<file path="src/rtl/bp_nonsynth_if_monitor_if.sv">
// Ready/valid bundle for num_chan_p channels observed by bp_nonsynth_if_monitor.
// Channel c payload lives at data[c*width_p +: width_p].
interface bp_nonsynth_if_monitor_if #(
    parameter int unsigned num_chan_p = 4,
    parameter int unsigned width_p    = 64
);
    logic [num_chan_p-1:0]         v;
    logic [num_chan_p-1:0]         ready;
    logic [num_chan_p*width_p-1:0] data;

    modport master (output v, data, input ready);
    modport slave  (input v, data, output ready);
    modport mon    (input v, ready, data);
endinterface

</file>
<file path="src/rtl/bp_nonsynth_if_monitor.sv">
// Cycle-level ready/valid protocol checker: drop, instability, stall timeout and req/resp credit.
// Optional macro BP_NONSYNTH_IF_MONITOR_FATAL_EN: first error raises $error, then $finish a cycle later.
module bp_nonsynth_if_monitor #(
    parameter int unsigned num_chan_p        = 4,
    parameter int unsigned width_p           = 64,
    parameter int unsigned timeout_cycles_p  = 1024,
    parameter int unsigned req_chan_p        = 0,
    parameter int unsigned resp_chan_p       = 1,
    parameter int unsigned max_outstanding_p = 8,
    parameter int unsigned cnt_width_p       = 32
) (
    input  logic                                          clk_i,
    input  logic                                          reset_i,
    input  logic                                          freeze_i,
    bp_nonsynth_if_monitor_if.mon                         bus,
    output logic [num_chan_p*cnt_width_p-1:0]             fire_cnt_o,
    output logic [$clog2(max_outstanding_p+1)-1:0]        outstanding_o,
    output logic                                          err_v_o,
    output logic [2:0]                                    err_code_o,
    output logic [((num_chan_p > 1) ? $clog2(num_chan_p) : 1)-1:0] err_chan_o
);
    localparam int unsigned out_w_lp   = $clog2(max_outstanding_p + 1);
    localparam int unsigned chan_w_lp  = (num_chan_p > 1) ? $clog2(num_chan_p) : 1;
    localparam int unsigned stall_w_lp = $clog2(timeout_cycles_p + 1);

    if (req_chan_p >= num_chan_p || resp_chan_p >= num_chan_p) begin : g_bad_chan
        $fatal(1, "bp_nonsynth_if_monitor: req/resp channel out of range");
    end
    if (timeout_cycles_p == 0) begin : g_bad_timeout
        $fatal(1, "bp_nonsynth_if_monitor: timeout_cycles_p must be nonzero");
    end

    typedef enum logic {IDLE = 1'b0, PEND = 1'b1} state_e;

    localparam logic [stall_w_lp-1:0] stall_max_lp = stall_w_lp'(timeout_cycles_p);
    localparam logic [out_w_lp-1:0]   out_max_lp   = out_w_lp'(max_outstanding_p);

    state_e                state_q [num_chan_p];
    state_e                state_n [num_chan_p];
    logic [width_p-1:0]    cap_q   [num_chan_p];
    logic [width_p-1:0]    cap_n   [num_chan_p];
    logic [stall_w_lp-1:0] stall_q [num_chan_p];
    logic [stall_w_lp-1:0] stall_n [num_chan_p];
    logic [width_p-1:0]    data_ch [num_chan_p];

    logic [num_chan_p-1:0]      fire;
    // Bit k of ch_err[c] set means error code k+1 raised on channel c this cycle.
    logic [num_chan_p-1:0][4:0] ch_err;
    logic [out_w_lp-1:0]        out_n;
    logic                       ovf, unf;
    logic                       sel_v;
    logic [2:0]                 sel_code;
    logic [chan_w_lp-1:0]       sel_chan;

    assign fire = bus.v & bus.ready;

    for (genvar g = 0; g < int'(num_chan_p); g++) begin : g_slice
        assign data_ch[g] = bus.data[g*width_p +: width_p];
    end

    // Credit tracking between the request and response channels.
    always_comb begin : credit_next
        out_n = outstanding_o;
        ovf   = 1'b0;
        unf   = 1'b0;
        if (fire[req_chan_p] && !fire[resp_chan_p]) begin
            if (outstanding_o == out_max_lp) ovf = 1'b1;
            else                             out_n = outstanding_o + out_w_lp'(1);
        end else if (fire[resp_chan_p] && !fire[req_chan_p]) begin
            if (outstanding_o == '0) unf = 1'b1;
            else                     out_n = outstanding_o - out_w_lp'(1);
        end
    end

    // Per-channel handshake FSM next state and error detection.
    always_comb begin : chan_next
        for (int c = 0; c < int'(num_chan_p); c++) begin
            state_n[c] = state_q[c];
            cap_n[c]   = cap_q[c];
            stall_n[c] = stall_q[c];
            ch_err[c]  = '0;
            case (state_q[c])
                IDLE: begin
                    if (bus.v[c] && !bus.ready[c]) begin
                        state_n[c] = PEND;
                        cap_n[c]   = data_ch[c];
                        stall_n[c] = stall_w_lp'(1);
                        if (stall_max_lp == stall_w_lp'(1)) ch_err[c][2] = 1'b1;
                    end
                end
                PEND: begin
                    if (!bus.v[c]) begin
                        ch_err[c][0] = 1'b1;
                        state_n[c]   = IDLE;
                        stall_n[c]   = '0;
                    end else begin
                        if (data_ch[c] != cap_q[c]) begin
                            ch_err[c][1] = 1'b1;
                            cap_n[c]     = data_ch[c];
                        end
                        if (bus.ready[c]) begin
                            state_n[c] = IDLE;
                            stall_n[c] = '0;
                        end else if (stall_q[c] != stall_max_lp) begin
                            // Saturating count: the timeout fires only on the crossing.
                            stall_n[c] = stall_q[c] + stall_w_lp'(1);
                            if (stall_n[c] == stall_max_lp) ch_err[c][2] = 1'b1;
                        end
                    end
                end
                default: state_n[c] = IDLE;
            endcase
        end
        if (ovf) ch_err[req_chan_p][3]  = 1'b1;
        if (unf) ch_err[resp_chan_p][4] = 1'b1;
    end

    // Lowest channel wins, then the lowest code within that channel.
    always_comb begin : err_select
        sel_v    = 1'b0;
        sel_code = '0;
        sel_chan = '0;
        for (int c = int'(num_chan_p) - 1; c >= 0; c--) begin
            if (|ch_err[c]) begin
                sel_v    = 1'b1;
                sel_chan = chan_w_lp'(c);
                for (int k = 4; k >= 0; k--) begin
                    if (ch_err[c][k]) sel_code = 3'(k + 1);
                end
            end
        end
    end

    always_ff @(posedge clk_i or posedge reset_i) begin : state_reg
        if (reset_i) begin
            for (int c = 0; c < int'(num_chan_p); c++) begin
                state_q[c] <= IDLE;
                cap_q[c]   <= '0;
                stall_q[c] <= '0;
            end
            fire_cnt_o    <= '0;
            outstanding_o <= '0;
            err_v_o       <= 1'b0;
            err_code_o    <= '0;
            err_chan_o    <= '0;
        end else if (!freeze_i) begin
            for (int c = 0; c < int'(num_chan_p); c++) begin
                state_q[c] <= state_n[c];
                cap_q[c]   <= cap_n[c];
                stall_q[c] <= stall_n[c];
                fire_cnt_o[c*cnt_width_p +: cnt_width_p] <=
                    fire_cnt_o[c*cnt_width_p +: cnt_width_p] + cnt_width_p'(fire[c]);
            end
            outstanding_o <= out_n;
            if (!err_v_o && sel_v) begin
                err_v_o    <= 1'b1;
                err_code_o <= sel_code;
                err_chan_o <= sel_chan;
            end
        end
    end

`ifndef SYNTHESIS
    // Report every error, not just the first one latched into err_*.
    always @(posedge clk_i) begin : err_report
        if (!reset_i && !freeze_i) begin
            for (int c = 0; c < int'(num_chan_p); c++) begin
                for (int k = 0; k < 5; k++) begin
                    if (ch_err[c][k])
                        $display("%0t bp_nonsynth_if_monitor: protocol error chan=%0d code=%0d",
                                 $time, c, k + 1);
                end
            end
        end
    end
`endif

`ifdef BP_NONSYNTH_IF_MONITOR_FATAL_EN
    logic fatal_q;

    always @(posedge clk_i or posedge reset_i) begin : fatal_stop
        if (reset_i) begin
            fatal_q <= 1'b0;
        end else begin
            if (fatal_q) $finish;
            if (!freeze_i && !err_v_o && sel_v) begin
                $error("bp_nonsynth_if_monitor: first error chan=%0d code=%0d", sel_chan, sel_code);
                fatal_q <= 1'b1;
            end
        end
    end
`endif

endmodule

</file>
<file path="src/flat_wrapper.sv">
// flat-port wrapper written by rule: the top's interface ports become plain ports
module bp_nonsynth_if_monitor_flat 
#(
    parameter int unsigned num_chan_p        = 4,
    parameter int unsigned width_p           = 64,
    parameter int unsigned timeout_cycles_p  = 1024,
    parameter int unsigned req_chan_p        = 0,
    parameter int unsigned resp_chan_p       = 1,
    parameter int unsigned max_outstanding_p = 8,
    parameter int unsigned cnt_width_p       = 32
)
  (clk_i, reset_i, freeze_i, fire_cnt_o, outstanding_o, err_v_o, err_code_o, err_chan_o, bus_v, bus_ready, bus_data);
  bp_nonsynth_if_monitor_if #(.num_chan_p(num_chan_p), .width_p(width_p)) bus_i ();
  input  logic clk_i;
  input  logic reset_i;
  input  logic freeze_i;
  output logic [num_chan_p*cnt_width_p-1:0] fire_cnt_o;
  output logic [$clog2(max_outstanding_p+1)-1:0] outstanding_o;
  output logic err_v_o;
  output logic [2:0] err_code_o;
  output logic [((num_chan_p > 1) ? $clog2(num_chan_p) : 1)-1:0] err_chan_o;
  input wire logic [$bits(bus_i.v)-1:0] bus_v;
  input wire logic [$bits(bus_i.ready)-1:0] bus_ready;
  input wire logic [$bits(bus_i.data)-1:0] bus_data;
  assign bus_i.v = bus_v;
  assign bus_i.ready = bus_ready;
  assign bus_i.data = bus_data;
  bp_nonsynth_if_monitor #(.num_chan_p(num_chan_p), .width_p(width_p), .timeout_cycles_p(timeout_cycles_p), .req_chan_p(req_chan_p), .resp_chan_p(resp_chan_p), .max_outstanding_p(max_outstanding_p), .cnt_width_p(cnt_width_p)) u_core (.clk_i(clk_i), .reset_i(reset_i), .freeze_i(freeze_i), .bus(bus_i), .fire_cnt_o(fire_cnt_o), .outstanding_o(outstanding_o), .err_v_o(err_v_o), .err_code_o(err_code_o), .err_chan_o(err_chan_o));
endmodule
</file>
<file path="config.mk">
export PLATFORM = sky130hd
export DESIGN_NAME = bp_nonsynth_if_monitor_flat
export DESIGN_NICKNAME = d
export VERILOG_FILES = /design/src/rtl/bp_nonsynth_if_monitor_if.sv /design/src/rtl/bp_nonsynth_if_monitor.sv /design/src/flat_wrapper.sv
export SDC_FILE = /design/constraint.sdc
export NUM_CORES = 1
export LEC_CHECK = 0
export ABC_AREA = 1
export BUFFER_PORTS_ARGS = -buffer_cell sky130_fd_sc_hd__buf_2
export CAP_MARGIN = 10
export CORE_MARGIN = 2
export CORE_UTILIZATION = 35
export CTS_BUF_LIST = sky130_fd_sc_hd__clkbuf_4 sky130_fd_sc_hd__clkbuf_8 sky130_fd_sc_hd__clkbuf_16
export CTS_CLUSTER_SIZE = 40
export DETAILED_ROUTE_END_ITERATION = 10
export SETUP_SLACK_MARGIN = 0.05
export SYNTH_ARGS = -nofsm -noshare
export SYNTH_HDL_FRONTEND = slang
export SYNTH_SLANG_ARGS = --single-unit
</file>
<file path="constraint.sdc">
create_clock -name clk_i -period 20.2 [get_ports clk_i]
set_input_delay 4.04 -clock clk_i [delete_from_list [all_inputs] [get_ports clk_i]]
set_output_delay 4.04 -clock clk_i [all_outputs]
set_load 0.02 [all_outputs]
</file>
## Yosys cells after proc, flatten, opt, wreduce, memory -nomap -nowiden

Cells that the tools add are included.
W data, S select, Z words.

- Logic and storage cells: 211
- ROM bits: 0
- Memories kept: 0
- Output and inout bits: 138
- Register bits: 442
- Latch bits: 0
- RAM bits: 0

- $lt $le $gt $ge: 0
- Bitwise logic cells: 6
- $mul: 0
- Add/sub/neg operators: 10
- Shifts and indexed selects: 0
- Eq/ne operators: 31
- Reduce and logical (&&, ||, !) cells: 30
- Mux-type cells: 117
- Div/mod/pow operators: 0

Operator list:

| operator | count |
|---|---|
| $mux W64 | 12 |
| $pmux W64 S2 | 4 |
| $ne A64 B64 Y1 | 4 |
| $mux W11 | 16 |
| $add A32 B1 Y32 | 4 |
| $pmux W11 S2 | 4 |
| $mux W3 | 19 |
| $add A11 B1 Y11 const B | 4 |
| $eq A11 B11 Y1 const B | 4 |
| $ne A11 B11 Y1 const B | 4 |
| $mux W1 | 43 |
| $mux W2 | 11 |
| $reduce_and A4 Y1 | 5 |
| $ne A2 B2 Y1 const B | 9 |
| $mux W4 | 4 |
| $ne A4 B4 Y1 const B | 4 |
| $reduce_and A3 Y1 | 4 |
| $ne A2 B1 Y1 const B | 5 |
| $pmux W1 S2 | 4 |
| $reduce_or A4 Y1 | 2 |
| $logic_and A1 B1 Y1 | 7 |
| $logic_not A1 Y1 | 7 |
| $reduce_or A3 Y1 | 2 |
| $not A1 Y1 | 5 |
| 7 further kinds | 7 |

## Logic depth before layout (Yosys ltp)

- Depth after elaboration: 25
- Gate-level depth with buffers: 19
- Gate-level depth less buffers: 19

## Least setup slack after synthesis

Ideal clock, no wire load.

- Path kind: input port to flip-flop
- Start: in bus_v[2]
- End: reg u_core.fire_cnt_o[94]
- Required time: 20.077 ns
- Cell stages on the path: 16
- Slack: 14.202 ns
- Path buffers: 0
- Arrival: 5.875 ns
- Setup time: 0.123 ns
- Path through: nand2_1 inv_1 ha_1 ha_1 nand4_4 nor2_4 nand3_2 nor2_2 nand3_2 nor2_2 nand3_2 nor2_4 nand2_2 nor3_2 nand2_1 xor2_1

- Cells in the longest elaborated chain, start to end: 2

Ends and longest elaborated chain:

| item | line | RTL |
|---|---|---|
| start: declaration | flat_wrapper.sv:22 | `input wire logic [$bits(bus_i.v)-1:0] bus_v;` |
| $and A4 B4 Y4 | bp_nonsynth_if_monitor.sv:55 | `assign fire = bus.v & bus.ready;` |
| $add A32 B1 Y32 | bp_nonsynth_if_monitor.sv:152 | `fire_cnt_o[c*cnt_width_p +: cnt_width_p] + cnt_width_p'(fire[c]);` |
| end signal: indexed assignment | bp_nonsynth_if_monitor.sv:151 | `fire_cnt_o[c*cnt_width_p +: cnt_width_p] <=` |
| end: declaration | bp_nonsynth_if_monitor.sv:16 | `output logic [num_chan_p*cnt_width_p-1:0] fire_cnt_o,` |

No other way between the ends.
A chain may end at the register's enable or synchronous reset.

==> results_dict.tcl <==
set metrics [dict create \
    synth-compound-area-share 0.0401 \
    fin_setup_tns_ns 0 \
    synth_area_mm2 0.0233 \
    syn2layout_area_growth_pct 20.5 \
    die-area_mm2 0.0688 \
    syn_area_per_cell_um2 8.87 \
    clock_buffer_depth 3 \
    die_width_um 262 \
    min_path_type "register to register" \
    p_leak_nw 14.6 \
    timing.final.crit_period_ns 6.50 \
    max_cap_viol_count 0 \
    initial_core_util 0.354 \
    cts-root-buf "sky130_fd_sc_hd__clkbuf_16" \
    timing.clock.skew_ns 0.0115 \
    path_max_fanout 143 \
    die_height_um 262 \
    numClockSinks 442 \
    rsz0062_at_grt "false" \
    post-route-drc-count 0 \
    min-delay-start "u_core.fire_cnt_o[31]" \
    boundaryPins 405 \
    cp.arrival_ns 7.11 \
    edff_count_synth 0 \
    worst_r2r_startpoint "u_core.cap_q[242]" \
    yosys.cell_types.count 48 \
    synth-simple-area-share 0.213 \
    worst_vdd_ir_mv 0.0728 \
    routed_wirelength_um 53700 \
    area.sequential_mm2 0.0111 \
    cell_types_occupying_the_most_area_after_synthesis "sky130_fd_sc_hd__dfrtp_1 (47%), sky130_fd_sc_hd__nand2_1 (11%), sky130_fd_sc_hd__xor2_1 (9.6%)" \
    cts-buffers-inserted 52 \
    final_antenna_net_count 0 \
    multiInputGateArea_mm2 0.0108 \
    htree_num_levels 2 \
    end_kind "async pin" \
    setup.worst_path.start_class "primary input" \
    synth-xor-area-share 0.113 \
    grt_pass1_vias 17100 \
    power.density_cell_area_mw_per_mm2 91.6 \
    synth_top_family_by_area "simple AND/OR/NAND/NOR gates" \
    hold-path-cell-count 1 \
    placement.setup.worst_slack_ns 12.77 \
    hold_violations 0 \
    synth-async-reset-ratio 1.00 \
    core.rowCount 94 \
    worst_pin_slew_ns 1.00 \
    vias 17600 \
    status "finished, final reports clean" \
    clkLatencyLatePin_ns 0.59 \
    worst-endpoint-required_ns 20.81 \
    regToRegEndpoint "u_core.cap_q[237]" \
    fill_cells 6517 \
    grt_max_degree 144 \
    ys_seq_elements 442 \
    clock.fmax_mhz 154 \
    mappedNetlistNets 2921 \
    setup.reg_to_reg.worst_slack_ns 17.38 \
    final_cycle_utilization_of_the_critical_path 0.322 \
    syn_warnings 0 \
    worst_hold_slack_ns 0.469 \
    dpl.hpwl_um 39100 \
    gr_util_all_layers 0.155 \
    synth_top_cells_by_count "sky130_fd_sc_hd__nand2_1 (662), sky130_fd_sc_hd__dfrtp_1 (442), sky130_fd_sc_hd__inv_1 (337), sky130_fd_sc_hd__nor2_1 (268), sky130_fd_sc_hd__xor2_1 (257)" \
    detail_route.vias_per_cell 4.43 \
    grt_overflow 0 \
    timing.max_slew.rel_slack 0.334 \
    netlist.area_leader.share 0.474 \
    synth.yosys.seq_area_share 0.474 \
    gp_routability_congestion 0.787 \
    slew_viol_final 0 \
    setup_fix_bufs_post_cts 0 \
    grt_pass1_wl_um 88600 \
    tritoncts "done" \
    yosys-mux-area-fraction 0.0820 \
    worst_r2r_path_depth 10 \
    detailedRoute.firstIterationViolations 977 \
    final_layout_size_suffix_gt1_frac 0.245 \
    holdPathEnd "u_core.fire_cnt_o[31]" \
    cts_hold_repair.buffers 0 \
    worst_setup_hold_path_clk_slew_ns 0.06 \
    core-area_mm2 0.0659 \
    wire_per_inst_um 13.5 \
    final_nets 3343 \
    setup-violations-final 0 \
    finalWorstSetupSlack_ns 13.70 \
    dominantRegCellSynth "sky130_fd_sc_hd__dfrtp_1" \
    count_of_tritonroute_iterations_in_the_first_routing_pass 5 \
    synth-adder-area-share 0.0127 \
    number_of_buffers_inserted_by_port_buffering 404 \
    synthCells 2631 \
    post_cts_resize_count 0 \
    yosysMostFrequentCell "sky130_fd_sc_hd__nand2_1" \
    yosysTopAreaCell "sky130_fd_sc_hd__dfrtp_1" \
    critical_path_class "primary input to async pin" \
    number_of_antenna_violations_at_the_first_check_in_global_routing 13 \
]
-- cells in the final DEF (no fill, tap or decap), drive strengths merged --
cell and instances:
nand2 675, dfrtp 442, buf 412, inv 341, nor2 299, xor2 257, mux2 170, o21ai 118
clkbuf 79, nand3 72, nand4 54, xnor2 45, o22ai 30, nor3 28, ha 22, a21oi 14
clkinv 9, diode 8, nor4 5, bufinv 3, o211ai 3, o32ai 2, clkinvlp 2, or4 1
and3 1, or3 1, or2 1, o31ai 1, o21a 1, a31oi 1, a21o 1, a21boi 1
and2 1, fa 1
-- worst max-delay path by stage --
stage | end | from | depth (start not counted)
after global routing | u_core.fire_cnt_o[67] | reset_i | 5
after global placement | u_core.fire_cnt_o[18] | reset_i | 5
after CTS | u_core.fire_cnt_o[8] | reset_i | 5
after floorplan | u_core.cap_q[0] | reset_i | 1
after detailed placement | u_core.fire_cnt_o[20] | reset_i | 5
final | u_core.fire_cnt_o[100] | reset_i | 5
-- layer usage --
metal,vias up,track usage,wire length [µm]
met5,-,0,46
met4,10,0.0436,1190
met3,80,0.0457,3400
met2,305,0.248,24200
met1,8046,0.205,24800
li1,9140,-,-
-- sequential cells by signal, indices dropped and copies added (netlist names) --
| name | count |
|---|---|
| u_core.err_chan_o | 2 |
| u_core.outstanding_o | 4 |
| u_core.cap_q | 256 |
| u_core.state_q | 4 |
| u_core.err_v_o | 1 |
| u_core.stall_q | 44 |
| u_core.err_code_o | 3 |
| u_core.fire_cnt_o | 128 |
-- cell families after synthesis --
logic type	after synthesis
AOI/OAI and AO/OA	172
DFF	442
muxes	170
and+or+nand+nor	1138
xor gates and xnor gates	302
buffers and inverters	384
adders and majority gates	23
-- through the flow --
step	area, µm²	instances	power (mW)	utilization
global route	28100	3960	2.74	0.427
CTS	28100	3957	2.63	0.427
detailed placement	26300	3863	1.63	0.400
finish	28100	3965	2.57	0.427
global placement	26300	3863	1.62	0.400
floorplan	23300	2631	1.49	-
-- area by class of cell --
class                   instances  share of cell area
diodes                          8            0.000712
clock buffers                  79              0.0572
clock inverters                15             0.00579
inverters                     340              0.0461
multi-input cells            1805               0.384
flip-flops and latches        442               0.393
well taps                     864              0.0385
repair buffers                412              0.0745
-- critical path, stage by stage --
cell and delay, ns:
sky130_fd_sc_hd__buf_2 0.13, sky130_fd_sc_hd__inv_8 0.49, sky130_fd_sc_hd__buf_12 0.63, sky130_fd_sc_hd__buf_4 0.84, sky130_fd_sc_hd__buf_4 0.76
-- power breakdown --
part | internal [mW] | switching (mW) | total [mW]
clock network | 0.585 | 0.378 | 0.964
registers | 1.03 | 0.111 | 1.14
logic | 0.221 | 0.250 | 0.471
total | 1.83 | 0.740 | 2.57
Power figures use the tool's default switching activity.
